--- config.mk ---
export PLATFORM = sky130hd
export DESIGN_NAME = ibex_irq_arbiter
export DESIGN_NICKNAME = d
export VERILOG_FILES = /design/src/rtl/ibex_irq_arbiter.sv
export SDC_FILE = /design/constraint.sdc
export NUM_CORES = 1
export LEC_CHECK = 0
export BUFFER_PORTS_ARGS = -buffer_cell sky130_fd_sc_hd__buf_2
export CAP_MARGIN = 10
export CORE_MARGIN = 2
export CORE_UTILIZATION = 40
export CTS_BUF_LIST = sky130_fd_sc_hd__clkbuf_2 sky130_fd_sc_hd__clkbuf_4 sky130_fd_sc_hd__clkbuf_8
export CTS_CLUSTER_SIZE = 30
export DETAILED_ROUTE_END_ITERATION = 6
export PLACE_DENSITY = 0.77
export SKIP_LAST_GASP = 1
export SYNTH_ARGS = -nofsm -noshare
export SYNTH_HDL_FRONTEND = slang
export SYNTH_SLANG_ARGS = --single-unit
--- constraint.sdc ---
create_clock -name clk_i -period 2.1 [get_ports clk_i]
set_input_delay 0 -clock clk_i [delete_from_list [all_inputs] [get_ports clk_i]]
set_output_delay 0 -clock clk_i [all_outputs]
set_load 0.01 [all_outputs]
--- src/rtl/ibex_irq_arbiter.sv ---
// ---------------------------------------------------------------------------
// ibex_irq_arbiter
//
// Sits between the CSR interrupt-pending bits and the controller. Latches the
// NMI on its rising edge, masks maskable sources with the global enable and
// debug mode, picks one winner by priority, and presents it as a registered
// request that stays up until it is acked, withdrawn or times out. Also
// produces a registered "anything pending" flag for WFI wake-up.
//
// Parameters:
//   ACK_TIMEOUT       cycles a request may wait for ack before re-arbitration
//                     (0 = never time out)
//
// Build option:
//   IBEX_IRQ_ARB_FAST_RR_EN  when defined, the 15 fast interrupts are
//                            arbitrated round-robin instead of fixed order
//
// Ports:
//   clk_i              clock, rising edge
//   rst_i              synchronous active-high reset
//   irq_nm_i           non-maskable interrupt (edge latched)
//   csr_meip_i         external interrupt pending
//   csr_msip_i         software interrupt pending
//   csr_mtip_i         timer interrupt pending
//   csr_mfip_i[14:0]   fast interrupt pending
//   csr_mstatus_mie_i  global machine interrupt enable
//   priv_mode_i[1:0]   current privilege level (2'b11 = M)
//   debug_mode_i       debug mode, masks everything including NMI
//   irq_ack_i          controller accepted the presented request
//   irq_req_o          interrupt request to the controller
//   irq_cause_o[5:0]   exception cause of the presented request
//   irq_nmi_o          presented request is the NMI
//   irq_pending_o      any raw source pending (unmasked), one cycle late
// ---------------------------------------------------------------------------
module ibex_irq_arbiter #(
    parameter int unsigned ACK_TIMEOUT = 15
) (
    input  logic        clk_i,
    input  logic        rst_i,
    input  logic        irq_nm_i,
    input  logic        csr_meip_i,
    input  logic        csr_msip_i,
    input  logic        csr_mtip_i,
    input  logic [14:0] csr_mfip_i,
    input  logic        csr_mstatus_mie_i,
    input  logic [1:0]  priv_mode_i,
    input  logic        debug_mode_i,
    input  logic        irq_ack_i,
    output logic        irq_req_o,
    output logic [5:0]  irq_cause_o,
    output logic        irq_nmi_o,
    output logic        irq_pending_o
);

    // A zero timeout still needs a (dummy) one-bit counter.
    localparam int unsigned CNT_W = (ACK_TIMEOUT > 0) ? $clog2(ACK_TIMEOUT + 1) : 1;
    localparam logic [CNT_W-1:0] CNT_LAST = (ACK_TIMEOUT > 0) ? CNT_W'(ACK_TIMEOUT - 1) : '0;
    localparam logic [CNT_W-1:0] CNT_MAX  = '1;

    typedef enum logic [1:0] {
        IDLE = 2'd0,
        REQ  = 2'd1,
        ACKD = 2'd2
    } state_e;

    state_e           state_q, state_d;
    logic [5:0]       cause_q, cause_d;
    logic             nmi_flag_q, nmi_flag_d;
    logic [CNT_W-1:0] cnt_q, cnt_d;
    logic             nmi_latch_q, nmi_latch_d;
    logic             nm_prev_q;
    logic             pending_q;

    logic             irq_en;
    logic             nmi_elig;
    logic             nmi_ack;
    logic [15:0]      fast_pad;
    logic             fast_found;
    logic [3:0]       fast_idx;
    logic             win_valid;
    logic [5:0]       win_cause;
    logic             win_nmi;
    logic             win_level;
    logic             timeout_hit;
    logic             withdraw;

    assign irq_en   = !debug_mode_i && (csr_mstatus_mie_i || (priv_mode_i != 2'b11));
    assign nmi_elig = nmi_latch_q && !debug_mode_i;
    assign fast_pad = {1'b0, csr_mfip_i};

    // The latch only clears when the NMI request itself is acked; a fresh
    // edge in that same cycle keeps it set.
    assign nmi_ack     = (state_q == REQ) && irq_ack_i && nmi_flag_q;
    assign nmi_latch_d = (irq_nm_i && !nm_prev_q) || (nmi_latch_q && !nmi_ack);

`ifdef IBEX_IRQ_ARB_FAST_RR_EN
    logic [3:0] rr_ptr_q, rr_ptr_d;
    logic [3:0] rr_idx [15];

    // rr_idx[k] is the fast index at priority rank k: the pointer first,
    // then walking downward with wrap from 0 to 14.
    for (genvar gi = 0; gi < 15; gi++) begin : g_rr_order
        assign rr_idx[gi] = (rr_ptr_q >= 4'(gi)) ? (rr_ptr_q - 4'(gi))
                                                 : (rr_ptr_q + 4'(15 - gi));
    end

    // Scan from the lowest rank upward so the highest-ranked hit wins.
    always_comb begin
        fast_found = 1'b0;
        fast_idx   = 4'd0;
        for (int k = 14; k >= 0; k--) begin
            if (fast_pad[rr_idx[k]]) begin
                fast_found = 1'b1;
                fast_idx   = rr_idx[k];
            end
        end
    end
`else
    // Fixed order: the highest set index wins.
    always_comb begin
        fast_found = 1'b0;
        fast_idx   = 4'd0;
        for (int k = 0; k < 15; k++) begin
            if (csr_mfip_i[k]) begin
                fast_found = 1'b1;
                fast_idx   = 4'(k);
            end
        end
    end
`endif

    always_comb begin
        win_valid = 1'b1;
        win_nmi   = 1'b0;
        win_cause = 6'h00;
        if (nmi_elig) begin
            win_nmi   = 1'b1;
            win_cause = 6'h3F;
        end else if (irq_en && fast_found) begin
            // {1'b1, 5'd16 + i} folds to {2'b11, i} for i in 0..14.
            win_cause = {2'b11, fast_idx};
        end else if (irq_en && csr_meip_i) begin
            win_cause = 6'h2B;
        end else if (irq_en && csr_msip_i) begin
            win_cause = 6'h23;
        end else if (irq_en && csr_mtip_i) begin
            win_cause = 6'h27;
        end else begin
            win_valid = 1'b0;
        end
    end

    // Current level of the source behind the presented request. The NMI is
    // edge-latched, so it never "deasserts" while presented.
    always_comb begin
        win_level = 1'b1;
        if (!nmi_flag_q) begin
            if (cause_q[4]) begin
                win_level = fast_pad[cause_q[3:0]];
            end else begin
                case (cause_q[4:0])
                    5'd11:   win_level = csr_meip_i;
                    5'd3:    win_level = csr_msip_i;
                    5'd7:    win_level = csr_mtip_i;
                    default: win_level = 1'b0;
                endcase
            end
        end
    end

    assign timeout_hit = (ACK_TIMEOUT != 0) && (cnt_q == CNT_LAST);
    assign withdraw    = !win_level
                      || (!irq_en && !nmi_flag_q)
                      || debug_mode_i
                      || (nmi_latch_q && !nmi_flag_q)
                      || timeout_hit;

    always_comb begin
        state_d    = state_q;
        cause_d    = cause_q;
        nmi_flag_d = nmi_flag_q;
        cnt_d      = cnt_q;
`ifdef IBEX_IRQ_ARB_FAST_RR_EN
        rr_ptr_d   = rr_ptr_q;
`endif
        case (state_q)
            IDLE: begin
                if (win_valid) begin
                    state_d    = REQ;
                    cause_d    = win_cause;
                    nmi_flag_d = win_nmi;
                    cnt_d      = '0;
                end
            end
            REQ: begin
                cnt_d = (cnt_q == CNT_MAX) ? cnt_q : cnt_q + 1'b1;
                // Ack beats every withdraw reason in the same cycle.
                if (irq_ack_i) begin
                    state_d = ACKD;
`ifdef IBEX_IRQ_ARB_FAST_RR_EN
                    if (!nmi_flag_q && cause_q[4]) begin
                        rr_ptr_d = (cause_q[3:0] == 4'd0) ? 4'd14 : cause_q[3:0] - 4'd1;
                    end
`endif
                end else if (withdraw) begin
                    state_d = IDLE;
                end
            end
            ACKD: begin
                state_d = IDLE;
            end
            default: begin
                state_d = IDLE;
            end
        endcase
    end

    always_ff @(posedge clk_i) begin
        if (rst_i) begin
            state_q     <= IDLE;
            cause_q     <= 6'h00;
            nmi_flag_q  <= 1'b0;
            cnt_q       <= '0;
            nmi_latch_q <= 1'b0;
            nm_prev_q   <= 1'b0;
            pending_q   <= 1'b0;
        end else begin
            state_q     <= state_d;
            cause_q     <= cause_d;
            nmi_flag_q  <= nmi_flag_d;
            cnt_q       <= cnt_d;
            nmi_latch_q <= nmi_latch_d;
            nm_prev_q   <= irq_nm_i;
            pending_q   <= nmi_latch_q || csr_meip_i || csr_msip_i || csr_mtip_i
                        || (|csr_mfip_i);
        end
    end

`ifdef IBEX_IRQ_ARB_FAST_RR_EN
    always_ff @(posedge clk_i) begin
        if (rst_i) begin
            rr_ptr_q <= 4'd0;
        end else begin
            rr_ptr_q <= rr_ptr_d;
        end
    end
`endif

    assign irq_req_o     = (state_q == REQ);
    assign irq_cause_o   = cause_q;
    assign irq_nmi_o     = nmi_flag_q;
    assign irq_pending_o = pending_q;

endmodule
==> run_results.csv, run 1 <==
group,metric,value,unit
clocking,cts_tree,"yes",
logic_synthesis,synth_edf_count,0,
logic_synthesis,yosys_most_used_dff,"dfxtp_1",
setup_path,cp.buffers_inverters,0,
place,place_hpwl,2296,um
floorplan,core.rowCount,19,
layout,seqCellArea,320.3,um^2
global_route,antenna_found_initial,0,
logic_synthesis,yosys.area.top_type,"dfxtp_1",
logic_synthesis,async_flop_share,0,%
layout,multiInputGateArea,795.8,um^2
logic_synthesis,synthCells,128,
floorplan,die_height,57.82,um
timing,hold_violations,0,
logic_synthesis,synth.most_common_cell,"nor2_1",
power_and_ir_drop,power.density,541.7,mW/mm^2
clocking,numCtsBuffers,3,
detailed_routing,drc,0,
global_route,overflow,0,
timing,tns,0,ps
place,portBuffers,34,
clocking,clk_pin_slew,90,ps
logic_synthesis,yosysSeqAreaShare,27.65,%
global_route,grt_pass1_vias,1034,
floorplan,design.die.area,0.003343,mm^2
layout,final.fill_count,265,
logic_synthesis,synthTopCellsByArea,"dfxtp_1, nor4_4, nor2_1",
detailed_routing,wirelength,2929,um
timing,maxSlewHeadroom,56.32,%
logic_synthesis,syn_area_per_cell,9.052,um^2
power_and_ir_drop,power,0.7761,mW
setup_path,slowest_stage,"or4_1",
power_and_ir_drop,power.leakage,0.5661,nW
floorplan,die_w,57.82,um
setup_path,cpPeakStageDelay,530,ps
detailed_routing,wl_per_cell,14.72,um
setup_path,crit_chain,"ha_1 -> a41oi_1 -> o31ai_1 -> or4_1 -> a21oi_2",
setup_path,crit_fanout,7,
timing,rsz0062_at_grt,"no",
detailed_routing,vias,1174,
setup_path,required,2330,ps
setup_path,critPathTopFamily,"compound AO/OA/AOI/OAI gates",
timing,worstMarginPinSlew,649.6,ps
setup_path,cp.depth,5,
global_route,grt_pass1_wl,4795,um
place,routabilityCongestion,0.7938,
global_route,grt_usage,18.40,%
floorplan,top_level_ports,35,
layout,antennaDiodeCount,0,
timing,setup_viol,0,
logic_synthesis,netlist_area,0.001159,mm^2
hold_path,hold_class,"in -> reg",
run_status,outcome,"completed",
power_and_ir_drop,vdd_drop_max,0.2939,mV
detailed_routing,ant_nets,0,
setup_path,rr_worst_depth,5,
detailed_routing,dr.pass1.iters,4,
hold_path,hold_depth,3,
floorplan,core-area,0.002758,mm^2
clocking,cts_buffer_depth,2,
clocking,numClockSinks,16,
clocking,htreeDepth,1,
layout,post_route_cells_drive_above_1_share,31.55,%
setup_path,crit_arrival,2040,ps
timing,timing.final.crit_share,86.10,%
logic_synthesis,syn_nets,156,
setup_path,startpoint_type,"flop",
setup_path,worstSetupPathType,"reg -> reg",
timing,drv_slew,0,
setup_path,cp-end-kind,"flop",
layout,syn2layout_area_growth,23.65,%
logic_synthesis,synth_cell_type_count,46,
logic_synthesis,ys_top_cells_by_count,"nor2_1, dfxtp_1, o21ai_0",
logic_synthesis,yosys_warnings,0,
timing,fin_crit,1808,ps
timing,max_freq,0.5531,GHz
logic_synthesis,ys_ff_latch,16,
clocking,root_buffer,"clkbuf_4",
logic_synthesis,synth.top_cell.area_share,27.65,%
clocking,clk_latency,290,ps
detailed_routing,drt_iter0_drc,34,
timing,skew,5.800,ps
floorplan,start_util,42.01,%
global_route,grt_max_degree,11,
layout,nets,197,
job,max_cap_violations,0,
detailed_routing,avgViaCountPerCell,5.899,
## power breakdown
group / switching, mW / internal [mW]
registers: 0.0330 / 0.325
clock network: 0.102 / 0.106
logic: 0.106 / 0.104
## kinds of logic (layout without fill, tap and decap cells)
family | count (synthesis) | count (layout) | synth area share, %
fa+ha+maj | 2 | 2 | 2.159
compound gates | 37 | 37 | 23.33
buf+inv | 10 | 50 | 3.672
flops | 16 | 16 | 27.65
mux | 6 | 6 | 8.748
simple gates | 57 | 57 | 34.45
## tightest hold or removal path, stage by stage
cell and delay [ps]:
buf_2 130, nand2b_1 70, a41oi_1 100
## per-layer routing
| metal | track usage, % | part of all wire [%] | vias to the layer above |
|---|---|---|---|
| met5 | 0 | 0 | - |
| met4 | 5.980 | 0.82 | 0 |
| met3 | 2.232 | 6.1 | 4 |
| met2 | 33.93 | 52 | 46 |
| met1 | 21.97 | 41 | 550 |
| li1 | - | - | 574 |
## layout make-up
class                           instances  area share, %
Clock buffer                            4          2.533
Inverter                                7          1.834
Multi-Input combinational cell        102          55.55
Sequential cell                        16          22.36
Tap cell                               31          2.707
Timing Repair Buffer                   39          15.02
## per-stage QoR
step                      util [%]  cell area [um^2]  std cells  setup slack (ps)  hold slack, ps
after floorplan                  -              1159        128             369.6           128.2
after global placement       49.55              1366        192             388.6           223.2
after detailed placement     49.55              1366        192             336.9           232.6
after CTS                    51.95              1433        199             316.7           44.87
after global routing         51.95              1433        199             127.3           72.52
final                        51.95              1433        199             292.0           55.01
## flip-flops by register name, indices dropped and copies added (netlist names)
| name | flops |
|---|---|
| nmi_latch_q | 1 |
| irq_pending_o | 1 |
| nm_prev_q | 1 |
| cnt_q | 4 |
| state_q | 2 |
| irq_cause_o | 6 |
| irq_nmi_o | 1 |
## timing repair
item / in CTS / in global routing
endpoints found under the hold margin: 3 / 0
hold buffers: 3 / 0
buffers inserted: 0 / 0
resized for setup: 0 / 0
## path summary, 6_finish.rpt
kind | end | slack [ps] | startpoint
max | cnt_q[3] | 290 | cnt_q[0]
min reg2reg | irq_cause_o[5] | 480 | irq_cause_o[5]
max reg2reg | cnt_q[3] | 290 | cnt_q[0]
min | irq_cause_o[0] | 60 | csr_mfip_i[13]
## layout by cell type, fill, tap and decap left out, types with 3 or more instances in the layout
cell type	count
nand3_1	4
nor3_1	3
o31ai_1	4
dlygate4sd3_1	3
nor4_4	4
inv_1	7
o21ai_0	10
nand2_1	4
dfxtp_1	16
nor2_1	18
clkbuf_4	3
mux2i_1	3
nand3b_1	3
a21oi_2	3
buf_2	34
nor2b_1	3
a21oi_1	6
or3_1	3
(Power assumes the default switching activity.)
==> inputs of run 2 (changes only) <==
--- a/config.mk
+++ b/config.mk
@@ -5,6 +5,7 @@
 export SDC_FILE = /design/constraint.sdc
 export NUM_CORES = 1
 export LEC_CHECK = 0
+export ABC_AREA = 1
 export BUFFER_PORTS_ARGS = -buffer_cell sky130_fd_sc_hd__buf_2
 export CAP_MARGIN = 10
 export CORE_MARGIN = 2
==> run_results.csv, run 2 <==
group,metric,value,unit
logic_synthesis,yosys_most_used_dff,"dfxtp_1",
setup_path,crit_fanout,5,
clocking,clk_pin_slew,90,ps
logic_synthesis,netlist_area,0.001161,mm^2
power_and_ir_drop,p_int,0.4998,mW
detailed_routing,ant_nets,0,
setup_path,crit_arrival,1700,ps
clocking,htreeDepth,1,
detailed_routing,wirelength,2783,um
logic_synthesis,synth_mux_area_share,0,%
timing,skew,3.657,ps
logic_synthesis,ys_ff_latch,16,
global_route,grt_pass1_wl,4774,um
floorplan,die_w,57.88,um
logic_synthesis,yosys.area.top_type,"dfxtp_1",
clocking,cts_buffer_depth,2,
detailed_routing,avgViaCountPerCell,4.900,
timing,drv_slew,0,
hold_path,hold_depth,2,
setup_path,startpoint_type,"input port",
floorplan,design.die.area,0.003350,mm^2
layout,nets,258,
power_and_ir_drop,switchingPower,0.2864,mW
detailed_routing,vias,1269,
clocking,clk_latency,290,ps
clocking,cts_tree,"yes",
power_and_ir_drop,vdd_drop_max,0.3912,mV
logic_synthesis,yosys.area_share.simple,36.96,%
power_and_ir_drop,power.density,556.1,mW/mm^2
logic_synthesis,synthTopCellsByArea,"dfxtp_1, nand2_1, inv_1",
setup_path,r2r-start,"irq_cause_o[0]",
clocking,numCtsBuffers,3,
logic_synthesis,synth_fa_ha_area_share,2.155,%
logic_synthesis,synth-compound-area-share,18.97,%
logic_synthesis,syn_nets,218,
layout,antennaDiodeCount,0,
timing,setup_viol,0,
timing,timing.final.crit_share,72.37,%
timing,rsz0062_at_grt,"no",
logic_synthesis,synth_top_family_by_area,"simple AND/OR/NAND/NOR gates",
hold_path,min_from,"rst_i",
timing,max_freq,0.6580,GHz
hold_path,hold_class,"in -> reg",
setup_path,crit_start,"csr_mfip_i[14]",
floorplan,start_util,42.11,%
floorplan,core-area,0.002758,mm^2
floorplan,core.rowCount,19,
layout,post_route_cells_drive_above_1_share,23.68,%
power_and_ir_drop,p_clk_share,20.9,%
clocking,cts_setup_buffers,0,
power_and_ir_drop,power,0.7862,mW
power_and_ir_drop,power.leakage,0.7384,nW
timing,fin_crit,1520,ps
setup_path,required,2280,ps
logic_synthesis,yosys_warnings,0,
place,routabilityCongestion,0.9078,
floorplan,top_level_ports,35,
global_route,overflow,0,
logic_synthesis,synth.top_cell.area_share,27.59,%
place,portBuffers,34,
timing,tns,0,ps
run_status,outcome,"completed",
timing,maxSlewHeadroom,72.53,%
global_route,grt_pass1_vias,1175,
layout,syn2layout_area_growth,21.77,%
logic_synthesis,yosysSeqAreaShare,27.59,%
power_and_ir_drop,p_comb_share,32.7,%
clocking,root_buffer,"clkbuf_4",
logic_synthesis,synthCells,190,
power_and_ir_drop,sequentialPowerShare,46.4,%
detailed_routing,drt_iter0_drc,43,
detailed_routing,dr.pass1.iters,4,
place,place_hpwl,2248,um
layout,largest_register_ffs,6,
detailed_routing,drc,0,
global_route,antenna_found_initial,0,
floorplan,die_height,57.88,um
clocking,numClockSinks,16,
global_route,grt_max_degree,12,
global_route,grt_usage,17.73,%
timing,hold_violations,0,
layout,mostFrequentLayoutCells,"nand2_1, inv_1, buf_2",
layout,final_common_cell,"nand2_1",
setup_path,cp-end-kind,"flop",
setup_path,rr_worst_depth,11,
logic_synthesis,syn_area_per_cell,6.111,um^2
logic_synthesis,ys_top_cells_by_count,"nand2_1, inv_1, nor2_1",
timing,worstMarginPinSlew,401.7,ps
logic_synthesis,synth.most_common_cell,"nand2_1",
job,max_cap_violations,0,
setup_path,worstSetupPathType,"in -> reg",
logic_synthesis,synth_xor_xnor_area_share,0.7543,%
power_and_ir_drop,p_sw_share,36.42,%
clocking,ctsResizeCount,0,
detailed_routing,wl_per_cell,10.75,um
logic_synthesis,async_flop_share,0,%
logic_synthesis,synth_edf_count,0,
logic_synthesis,synth_cell_type_count,29,
-- run 2: changes by cell type after synthesis, sizes merged, moves of 3 or more --
cell    before  now
nor2        18   24
mux2i        3    0
mux4         3    0
nand3        4   11
nor2b        3    0
or3          3    0
o211ai       1    4
nor4         5    0
inv          7   39
nand2        4   51
a21oi        9   14
o21ai       10   13
-- run 2: area by class of cell --
cell class	count	area, um^2
Clock buffer	3	22.52
Fill cell	303	1344
Inverter	39	148.9
Multi-Input combinational cell	133	683.2
Sequential cell	16	320.3
Tap cell	31	38.79
Timing Repair Buffer	37	200.2
-- run 2: cells by family after synthesis --
logic type,Yosys count
xor gates and xnor gates,1
adders and majority gates,2
buffers and inverters,41
AOI/OAI and AO/OA,37
DFF,16
and+or+nand+nor,93
-- run 2: what timing repair did --
item / 4_1_cts / 5_1_grt
hold buffers: 3 / 0
endpoints found under the hold margin: 4 / 0
endpoints found under the setup margin: 0 / 0
-- run 2: path summary, 6_finish.rpt --
kind,end,slack [ps]
max,cnt_q[0],580
min,nm_prev_q,7
max reg2reg,state_q[0],630
min reg2reg,nmi_latch_q,420
-- run 2: per-layer routing --
layer | vias to the layer above | GRT usage, % | wire length, um | share of wire [%]
met4 | 0 | 5.980 | 33 | 1.2
met3 | 4 | 2.455 | 164 | 5.9
li1 | 681 | - | - | -
met2 | 36 | 31.01 | 1258 | 45
met5 | - | 0 | 0 | 0
met1 | 548 | 22.28 | 1327 | 48
-- run 2: metrics by stage --
step	utilization [%]	instances	cell area, um^2	hold WS (ps)	worst slack [ps]
floorplan	-	190	1161	124.9	736.1
global placement	49.36	253	1361	214.3	702.5
detailed placement	49.36	253	1361	220.0	665.7
CTS	51.27	259	1414	7.649	599.9
global route	51.27	259	1414	19.55	441.2
finish	51.27	259	1414	6.708	580.2
-- run 2: worst max-delay path: stages --
cell and delay [ps]:
dlygate4sd3_1 530, buf_2 130, inv_1 80, nand2_1 80, nor2_1 190, nand2_2 120
nand2_4 90, nand4_1 80, nand2_1 170, inv_1 90, nand3_1 80, a21oi_1 60
-- run 2: power groups by stage --
stage	Combinational [mW]	Sequential, mW	Clock (mW)
2_1_floorplan	0.168	0.369	0
3_3_place_gp	0.251	0.370	0
3_5_place_dp	0.253	0.372	0
4_1_cts	0.258	0.365	0.168
5_1_grt	0.290	0.370	0.182
6_report	0.257	0.365	0.165
